### config.mk
export PLATFORM = sky130hd
export DESIGN_NAME = demux_route_ctrl
export DESIGN_NICKNAME = d
export VERILOG_FILES = /design/src/rtl/demux_route_ctrl_pkg.sv /design/src/rtl/demux_route_ctrl_route_fifo.sv /design/src/rtl/demux_route_ctrl.sv
export SDC_FILE = /design/constraint.sdc
export NUM_CORES = 1
export LEC_CHECK = 0
export ABC_AREA = 1
export CAP_MARGIN = 20
export CORE_MARGIN = 1
export CORE_UTILIZATION = 47
export CTS_CLUSTER_DIAMETER = 200
export DETAILED_ROUTE_END_ITERATION = 7
export PLACE_DENSITY = 0.69
export SYNTH_ARGS = -nofsm -noshare
export SYNTH_HDL_FRONTEND = slang
export SYNTH_SLANG_ARGS = --single-unit
### constraint.sdc
create_clock -name clk -period 2.85 [get_ports clk]
set_input_delay 0.57 -clock clk [delete_from_list [all_inputs] [get_ports clk]]
set_output_delay 0.57 -clock clk [all_outputs]
set_load 0.05 [all_outputs]
### src/rtl/demux_route_ctrl_pkg.sv
// -----------------------------------------------------------------------------
// demux_route_ctrl_pkg
//   Shared definitions for the demux routing controller:
//     - FSM state encoding (ST_IDLE / ST_DRIVE)
//     - FIFO entry width and packed entry layout {data, dest}
//     - channel index constants CH0..CH3
//     - saturating 8-bit increment used by the optional delivery counters
// -----------------------------------------------------------------------------
package demux_route_ctrl_pkg;

    typedef enum logic {
        ST_IDLE  = 1'b0,
        ST_DRIVE = 1'b1
    } route_state_e;

    localparam int ENTRY_W = 3;

    localparam logic [1:0] CH0 = 2'd0;
    localparam logic [1:0] CH1 = 2'd1;
    localparam logic [1:0] CH2 = 2'd2;
    localparam logic [1:0] CH3 = 2'd3;

    // One queued routing request; data bit sits above the destination.
    typedef struct packed {
        logic       data;
        logic [1:0] dest;
    } route_entry_t;

    // Increment that sticks at the all-ones value instead of wrapping.
    function automatic logic [7:0] sat_inc8(input logic [7:0] v);
        return (v == 8'hFF) ? v : v + 8'd1;
    endfunction

endpackage

### src/rtl/demux_route_ctrl_route_fifo.sv
// -----------------------------------------------------------------------------
// route_fifo
//   Synchronous FIFO for routing requests. The head entry is presented
//   combinationally on rd_data so the consumer can load it at the same edge
//   it pops. Pushes while full and pops while empty are ignored.
// Parameters
//   DEPTH  entries, power of two, >= 2
//   WIDTH  entry width in bits
// Ports
//   clk      in   clock, all logic on posedge
//   rst_n    in   synchronous active-low reset (flushes pointers and count)
//   push     in   write wr_data at this edge (ignored when full)
//   wr_data  in   entry to write
//   pop      in   drop the head entry at this edge (ignored when empty)
//   rd_data  out  current head entry
//   full     out  count == DEPTH
//   empty    out  count == 0
//   count    out  occupancy, 0..DEPTH
// -----------------------------------------------------------------------------
module route_fifo #(
    parameter int DEPTH = 4,
    parameter int WIDTH = 3
) (
    input  logic                     clk,
    input  logic                     rst_n,
    input  logic                     push,
    input  logic [WIDTH-1:0]         wr_data,
    input  logic                     pop,
    output logic [WIDTH-1:0]         rd_data,
    output logic                     full,
    output logic                     empty,
    output logic [$clog2(DEPTH):0]   count
);

    localparam int AW = $clog2(DEPTH);
    localparam int CW = AW + 1;

    logic [WIDTH-1:0] mem_q [DEPTH];
    logic [AW-1:0]    wr_ptr_q, wr_ptr_d;
    logic [AW-1:0]    rd_ptr_q, rd_ptr_d;
    logic [CW-1:0]    count_q, count_d;
    logic             do_push, do_pop;

    assign full    = (count_q == CW'(DEPTH));
    assign empty   = (count_q == '0);
    assign count   = count_q;
    assign rd_data = mem_q[rd_ptr_q];

    assign do_push = push && !full;
    assign do_pop  = pop && !empty;

    // Pointers wrap naturally because DEPTH is a power of two.
    always_comb begin
        wr_ptr_d = wr_ptr_q;
        rd_ptr_d = rd_ptr_q;
        count_d  = count_q;
        if (do_push) begin
            wr_ptr_d = wr_ptr_q + AW'(1);
        end
        if (do_pop) begin
            rd_ptr_d = rd_ptr_q + AW'(1);
        end
        case ({do_push, do_pop})
            2'b10:   count_d = count_q + CW'(1);
            2'b01:   count_d = count_q - CW'(1);
            default: count_d = count_q;
        endcase
    end

    always_ff @(posedge clk) begin
        if (!rst_n) begin
            wr_ptr_q <= '0;
            rd_ptr_q <= '0;
            count_q  <= '0;
        end else begin
            wr_ptr_q <= wr_ptr_d;
            rd_ptr_q <= rd_ptr_d;
            count_q  <= count_d;
        end
    end

    // Storage needs no reset: an empty FIFO never exposes stale entries.
    always_ff @(posedge clk) begin
        if (do_push) begin
            mem_q[wr_ptr_q] <= wr_data;
        end
    end

endmodule

### src/rtl/demux_route_ctrl.sv
// -----------------------------------------------------------------------------
// demux_route_ctrl
//   Upstream driver for a 1-to-4 demultiplexer. Routing requests {data, dest}
//   are accepted over valid/ready, queued in route_fifo, and each is held on
//   data_in/sel for HOLD_CYCLES cycles. Queued requests follow each other with
//   no idle gap; data_in returns to 0 when nothing is pending (sel keeps its
//   last value).
// Optional feature (macro ROUTE_STATS_EN): four saturating 8-bit per-channel
//   delivery counters exported as stat_cnt = {ch3, ch2, ch1, ch0}.
// Parameters
//   DEPTH        FIFO entries, power of two, >= 2
//   HOLD_CYCLES  cycles each request is held, >= 1
// Ports
//   clk        in   clock, all logic on posedge
//   rst_n      in   synchronous active-low reset; drops current and queued requests
//   req_valid  in   request present
//   req_ready  out  FIFO can accept (not full)
//   req_data   in   bit to steer
//   req_dest   in   destination channel 0..3
//   data_in    out  to demux data_in
//   sel        out  to demux sel
//   busy       out  a request is currently being driven
//   count      out  FIFO occupancy
//   stat_cnt   out  (ROUTE_STATS_EN only) per-channel delivery counts
// -----------------------------------------------------------------------------
module demux_route_ctrl
    import demux_route_ctrl_pkg::*;
#(
    parameter int DEPTH       = 4,
    parameter int HOLD_CYCLES = 4
) (
    input  logic                     clk,
    input  logic                     rst_n,
    input  logic                     req_valid,
    output logic                     req_ready,
    input  logic                     req_data,
    input  logic [1:0]               req_dest,
    output logic                     data_in,
    output logic [1:0]               sel,
    output logic                     busy,
    output logic [$clog2(DEPTH):0]   count
`ifdef ROUTE_STATS_EN
    ,
    output logic [31:0]              stat_cnt
`endif
);

    localparam int HOLD_W = (HOLD_CYCLES > 1) ? $clog2(HOLD_CYCLES) : 1;
    localparam logic [HOLD_W-1:0] HOLD_RELOAD = HOLD_W'(HOLD_CYCLES - 1);

    route_state_e      state_q, state_d;
    logic [HOLD_W-1:0] hold_q, hold_d;
    logic              data_in_q, data_in_d;
    logic [1:0]        sel_q, sel_d;

    route_entry_t      fifo_wr, fifo_head;
    logic              fifo_push, fifo_pop, fifo_full, fifo_empty;

    assign fifo_wr   = '{data: req_data, dest: req_dest};
    // No push-through when full, even if the FIFO pops this cycle.
    assign req_ready = !fifo_full;
    assign fifo_push = req_valid && req_ready;

    route_fifo #(
        .DEPTH (DEPTH),
        .WIDTH (ENTRY_W)
    ) u_fifo (
        .clk     (clk),
        .rst_n   (rst_n),
        .push    (fifo_push),
        .wr_data (fifo_wr),
        .pop     (fifo_pop),
        .rd_data (fifo_head),
        .full    (fifo_full),
        .empty   (fifo_empty),
        .count   (count)
    );

    // Next-state logic. A new entry is loaded on the same edge it is popped,
    // so back-to-back requests chain with no idle cycle.
    always_comb begin
        state_d   = state_q;
        hold_d    = hold_q;
        data_in_d = data_in_q;
        sel_d     = sel_q;
        fifo_pop  = 1'b0;
        case (state_q)
            ST_IDLE: begin
                if (!fifo_empty) begin
                    fifo_pop  = 1'b1;
                    data_in_d = fifo_head.data;
                    sel_d     = fifo_head.dest;
                    hold_d    = HOLD_RELOAD;
                    state_d   = ST_DRIVE;
                end
            end
            ST_DRIVE: begin
                if (hold_q != '0) begin
                    hold_d = hold_q - HOLD_W'(1);
                end else if (!fifo_empty) begin
                    fifo_pop  = 1'b1;
                    data_in_d = fifo_head.data;
                    sel_d     = fifo_head.dest;
                    hold_d    = HOLD_RELOAD;
                end else begin
                    // sel intentionally left at the last destination.
                    data_in_d = 1'b0;
                    state_d   = ST_IDLE;
                end
            end
            default: begin
                data_in_d = 1'b0;
                state_d   = ST_IDLE;
            end
        endcase
    end

    always_ff @(posedge clk) begin
        if (!rst_n) begin
            state_q   <= ST_IDLE;
            hold_q    <= '0;
            data_in_q <= 1'b0;
            sel_q     <= CH0;
        end else begin
            state_q   <= state_d;
            hold_q    <= hold_d;
            data_in_q <= data_in_d;
            sel_q     <= sel_d;
        end
    end

    assign data_in = data_in_q;
    assign sel     = sel_q;
    assign busy    = (state_q == ST_DRIVE);

`ifdef ROUTE_STATS_EN
    logic [7:0] stat_q [4];
    logic [7:0] stat_d [4];
    logic       deliv_done;

    // A delivery completes on the last cycle of its hold window.
    assign deliv_done = (state_q == ST_DRIVE) && (hold_q == '0);

    always_comb begin
        for (int i = 0; i < 4; i++) begin
            stat_d[i] = stat_q[i];
        end
        if (deliv_done) begin
            stat_d[sel_q] = sat_inc8(stat_q[sel_q]);
        end
    end

    always_ff @(posedge clk) begin
        if (!rst_n) begin
            for (int i = 0; i < 4; i++) begin
                stat_q[i] <= 8'd0;
            end
        end else begin
            for (int i = 0; i < 4; i++) begin
                stat_q[i] <= stat_d[i];
            end
        end
    end

    assign stat_cnt = {stat_q[CH3], stat_q[CH2], stat_q[CH1], stat_q[CH0]};
`endif

endmodule
==> summary.md <==
| Metric | Value |
|---|---|
| Top-level I/O count | `14` |
| Main flop type after synthesis | `sky130_fd_sc_hd__dfxtp_1` |
| Yosys cell types | `18` |
| Clock sinks | `27` |
| Critical Path RT | `2.28 ns` |
| Setup repair after global routing missed its margin | `false` |
| Fraction of layout cells with a size suffix above 1 | `0.0946` |
| Clock latency of the later-clocked register in the worst-skew pair | `0.31 ns` |
| Total length of routed wires | `1810 um` |
| Sequential fraction of the synthesis area | `0.545` |
| Number of setup violations in the final report | `0` |
| Post-synthesis async set-or-reset flop share | `0` |
| Area of the placeable core | `2450 sq um` |
| Total DRC errors in the routed layout | `0` |
| Tcrit/Tclk final | `0.801` |
| Total number of vias | `825` |
| Count of final hold-check violations | `0` |
| Yosys warning count | `0` |
| Final period demand of the worst path | `2.28 ns` |
| Detail Placement HPWL | `1430 um` |
| Synth top cells by count | `sky130_fd_sc_hd__inv_1 (24), sky130_fd_sc_hd__nor2_1 (19), sky130_fd_sc_hd__nand2_1 (18)` |
| Largest stage delay, worst path | `0.80 ns` |
| Routability cong. | `0.777` |
| Cell with the most instances after synthesis | `sky130_fd_sc_hd__inv_1` |
| Layout overhead on the synthesized area | `15.2%` |
| Input/output buffers | `13` |
| Post-layout util | `0.569` |
| Fillcell total | `224` |
| Hold bufs inserted after CTS | `0` |
| All-Layer GR Usage | `0.147` |
| Power per unit of standard cell area | `1080 nW/um^2` |
| Crit path cell chain | `nor2_4, nand2_2, clkdlybuf4s50_1` |
| Max-cap violation count | `0` |
| Total area of sequential cells | `661 sq um` |
| EDFF count, synth | `12` |
| Number of levels the H-tree was split into | `1` |
| Critical path startpoint category | `register` |
| Worst Path Class, Setup | `reg2out` |
| Cell family with most CP delay | `buffers and inverters` |
| Relative slew slack | `0.670` |
| Area share of the largest cell type after synthesis | `0.297` |
| Maximum number of buffers from clock root to sink | `2` |
| Worst path buffer plus inverter count | `1` |
| Die extent in x | `52.8 um` |
| Number of vias per cell | `4.63` |
| Netlist Area Pre-Place | `1210 sq um` |
| Total setup buffers inserted after CTS | `0` |
| Pin count of the biggest net entering global routing | `15` |
| Capturing element type of the critical path | `primary output` |
| Leading area contributor after synthesis | `sky130_fd_sc_hd__edfxtp_1` |
| Outcome | `complete, no violations` |
| Number of rows in the core area | `18` |
| Worst EP arrival | `1.71 ns` |
| Number of register bits inferred by synthesis | `27` |
| Cell leakage power | `0.597 nW` |
| Routed len/inst | `10.1 um` |
| Setup skew after layout | `0.00226 ns` |
| Number of slew-limit violations in the final report | `0` |
| Critical-path cell with the highest stage delay | `sky130_fd_sc_hd__clkdlybuf4s50_1` |
| Average instance area after synthesis | `9.18 sq um` |
| Drt first-iter violations | `11` |
| Root buffer cell | `sky130_fd_sc_hd__clkbuf_4` |
| Number of resized instances in the post-cts repair step | `0` |
| Initial Util | `0.494` |
| Highest clock frequency the design can meet | `438 MHz` |
| Worst hold-check path type | `reg2reg` |
| Top cells by area in the synthesized netlist | `sky130_fd_sc_hd__edfxtp_1 (30%), sky130_fd_sc_hd__dfxtp_1 (25%), sky130_fd_sc_hd__inv_1 (7.4%), sky130_fd_sc_hd__nor2_1 (5.9%), sky130_fd_sc_hd__nand2_1 (5.6%)` |
| Max VDD drop | `0.705 mV` |
| Initial DRT Pass Iterations | `4` |
| Initial antenna violation count | `0` |
| Footprint of the multi-input gates | `440 sq um` |
| Remaining antenna violation count after routing | `0` |
| TritonCTS Buffers | `3` |
| Die ar. | `2790 sq um` |
| Slew @ Worst Pin | `0.494 ns` |
| Clock-pin transition on the worst setup and hold timing paths | `0.13 ns` |
| Via count of the first global-routing pass | `727` |
| Overflow left after global routing | `0` |
| First-pass GRT wire length | `2900 um` |
| Die Y-Extent | `52.8 um` |
| Clock tree from TritonCTS | `yes` |
| Antenna cell count | `0` |
| Count of mapped cells out of synthesis | `132` |
| Crit-path max FO | `4` |
| Post-route setup TNS | `0 ns` |
| Mapped Nets | `144` |
| Number of nets in the finished design | `161` |
[worst paths after layout]
kind              slack [ns]  depth (start not counted)                          from                            to
setup reg to reg        0.94                         11  u_fifo.count[2]$_SDFFE_PN0P_  u_fifo.count[2]$_SDFFE_PN0P_
hold / removal          0.48                          2          data_in$_SDFFE_PN0P_          data_in$_SDFFE_PN0P_
setup / recovery        0.57                          3  u_fifo.count[1]$_SDFFE_PN0P_                     req_ready
hold reg to reg         0.48                          2          data_in$_SDFFE_PN0P_          data_in$_SDFFE_PN0P_
[stage by stage]
step                      hold slack [ns]  cell area, sq um  worst slack [ns]  power (mW)  instances
after detailed placement            0.461              1370             0.565        1.36        174
after floorplan                     0.466              1210             0.664        1.17        132
final                               0.477              1400             0.567        1.50        178
after global placement              0.458              1370             0.646        1.33        174
after CTS                           0.480              1400             0.543        1.52        178
after global routing                0.544              1400             0.490        1.63        178
[state kept, by name, summed over array words and instances (netlist names), named ones only]
| signal | flops |
|---|---|
| sel | 2 |
| u_fifo.rd_ptr_q | 2 |
| u_fifo.wr_ptr_q | 2 |
| hold_q | 2 |
| u_fifo.count | 3 |
| u_fifo.mem_q | 12 |
| busy | 1 |
| data_in | 1 |
[report_power, final]
group	switching [mW]	internal, mW
logic	0.478	0.259
registers	0.0939	0.510
clock network	0.104	0.0580
total	0.676	0.827
[worst min-delay path, delay by kind of cell, from the launching register on]
family | cells | cell delay, ns
simple gates | 1 | 0.06
compound gates | 1 | 0.05
flops | 1 | 0.33
[layer usage]
metal  global-route usage  part of all wire
met1                0.175              0.49
met2                0.253              0.46
met3               0.0348             0.033
met4               0.0570             0.013
met5                    0                 0
[cell type report]
cell class / count / area share
multi-input cells: 78 / 0.315
inverters: 26 / 0.0717
flip-flops and latches: 27 / 0.473
well taps: 30 / 0.0269
repair buffers: 13 / 0.0932
clock buffers: 4 / 0.0197
[placed cells by master, fill, tap and decap left out, drive strengths merged, types with 4 or more instances in the layout]
| master | synthesis | final |
|---|---|---|
| ha | 5 | 5 |
| clkdlybuf4s50 | 0 | 13 |
| nor2 | 20 | 20 |
| clkbuf | 0 | 4 |
| nand2 | 24 | 24 |
| edfxtp | 12 | 12 |
| a21oi | 10 | 10 |
| inv | 26 | 26 |
| nand3 | 4 | 4 |
| dfxtp | 15 | 15 |
| o21ai | 13 | 13 |
[cell families (layout without fill, tap and decap cells)]
| logic type | after synthesis | after routing | synth area share |
|---|---|---|---|
| buffers and inverters | 27 | 43 | 0.0918 |
| AO/OA/AOI/OAI | 23 | 23 | 0.104 |
| flip-flops | 27 | 27 | 0.545 |
| XOR/XNOR | 1 | 1 | 0.00723 |
| adder cells (fa/ha/maj) | 6 | 6 | 0.0681 |
| AND/OR/NAND/NOR | 48 | 48 | 0.184 |
(Power assumes the default switching activity.)
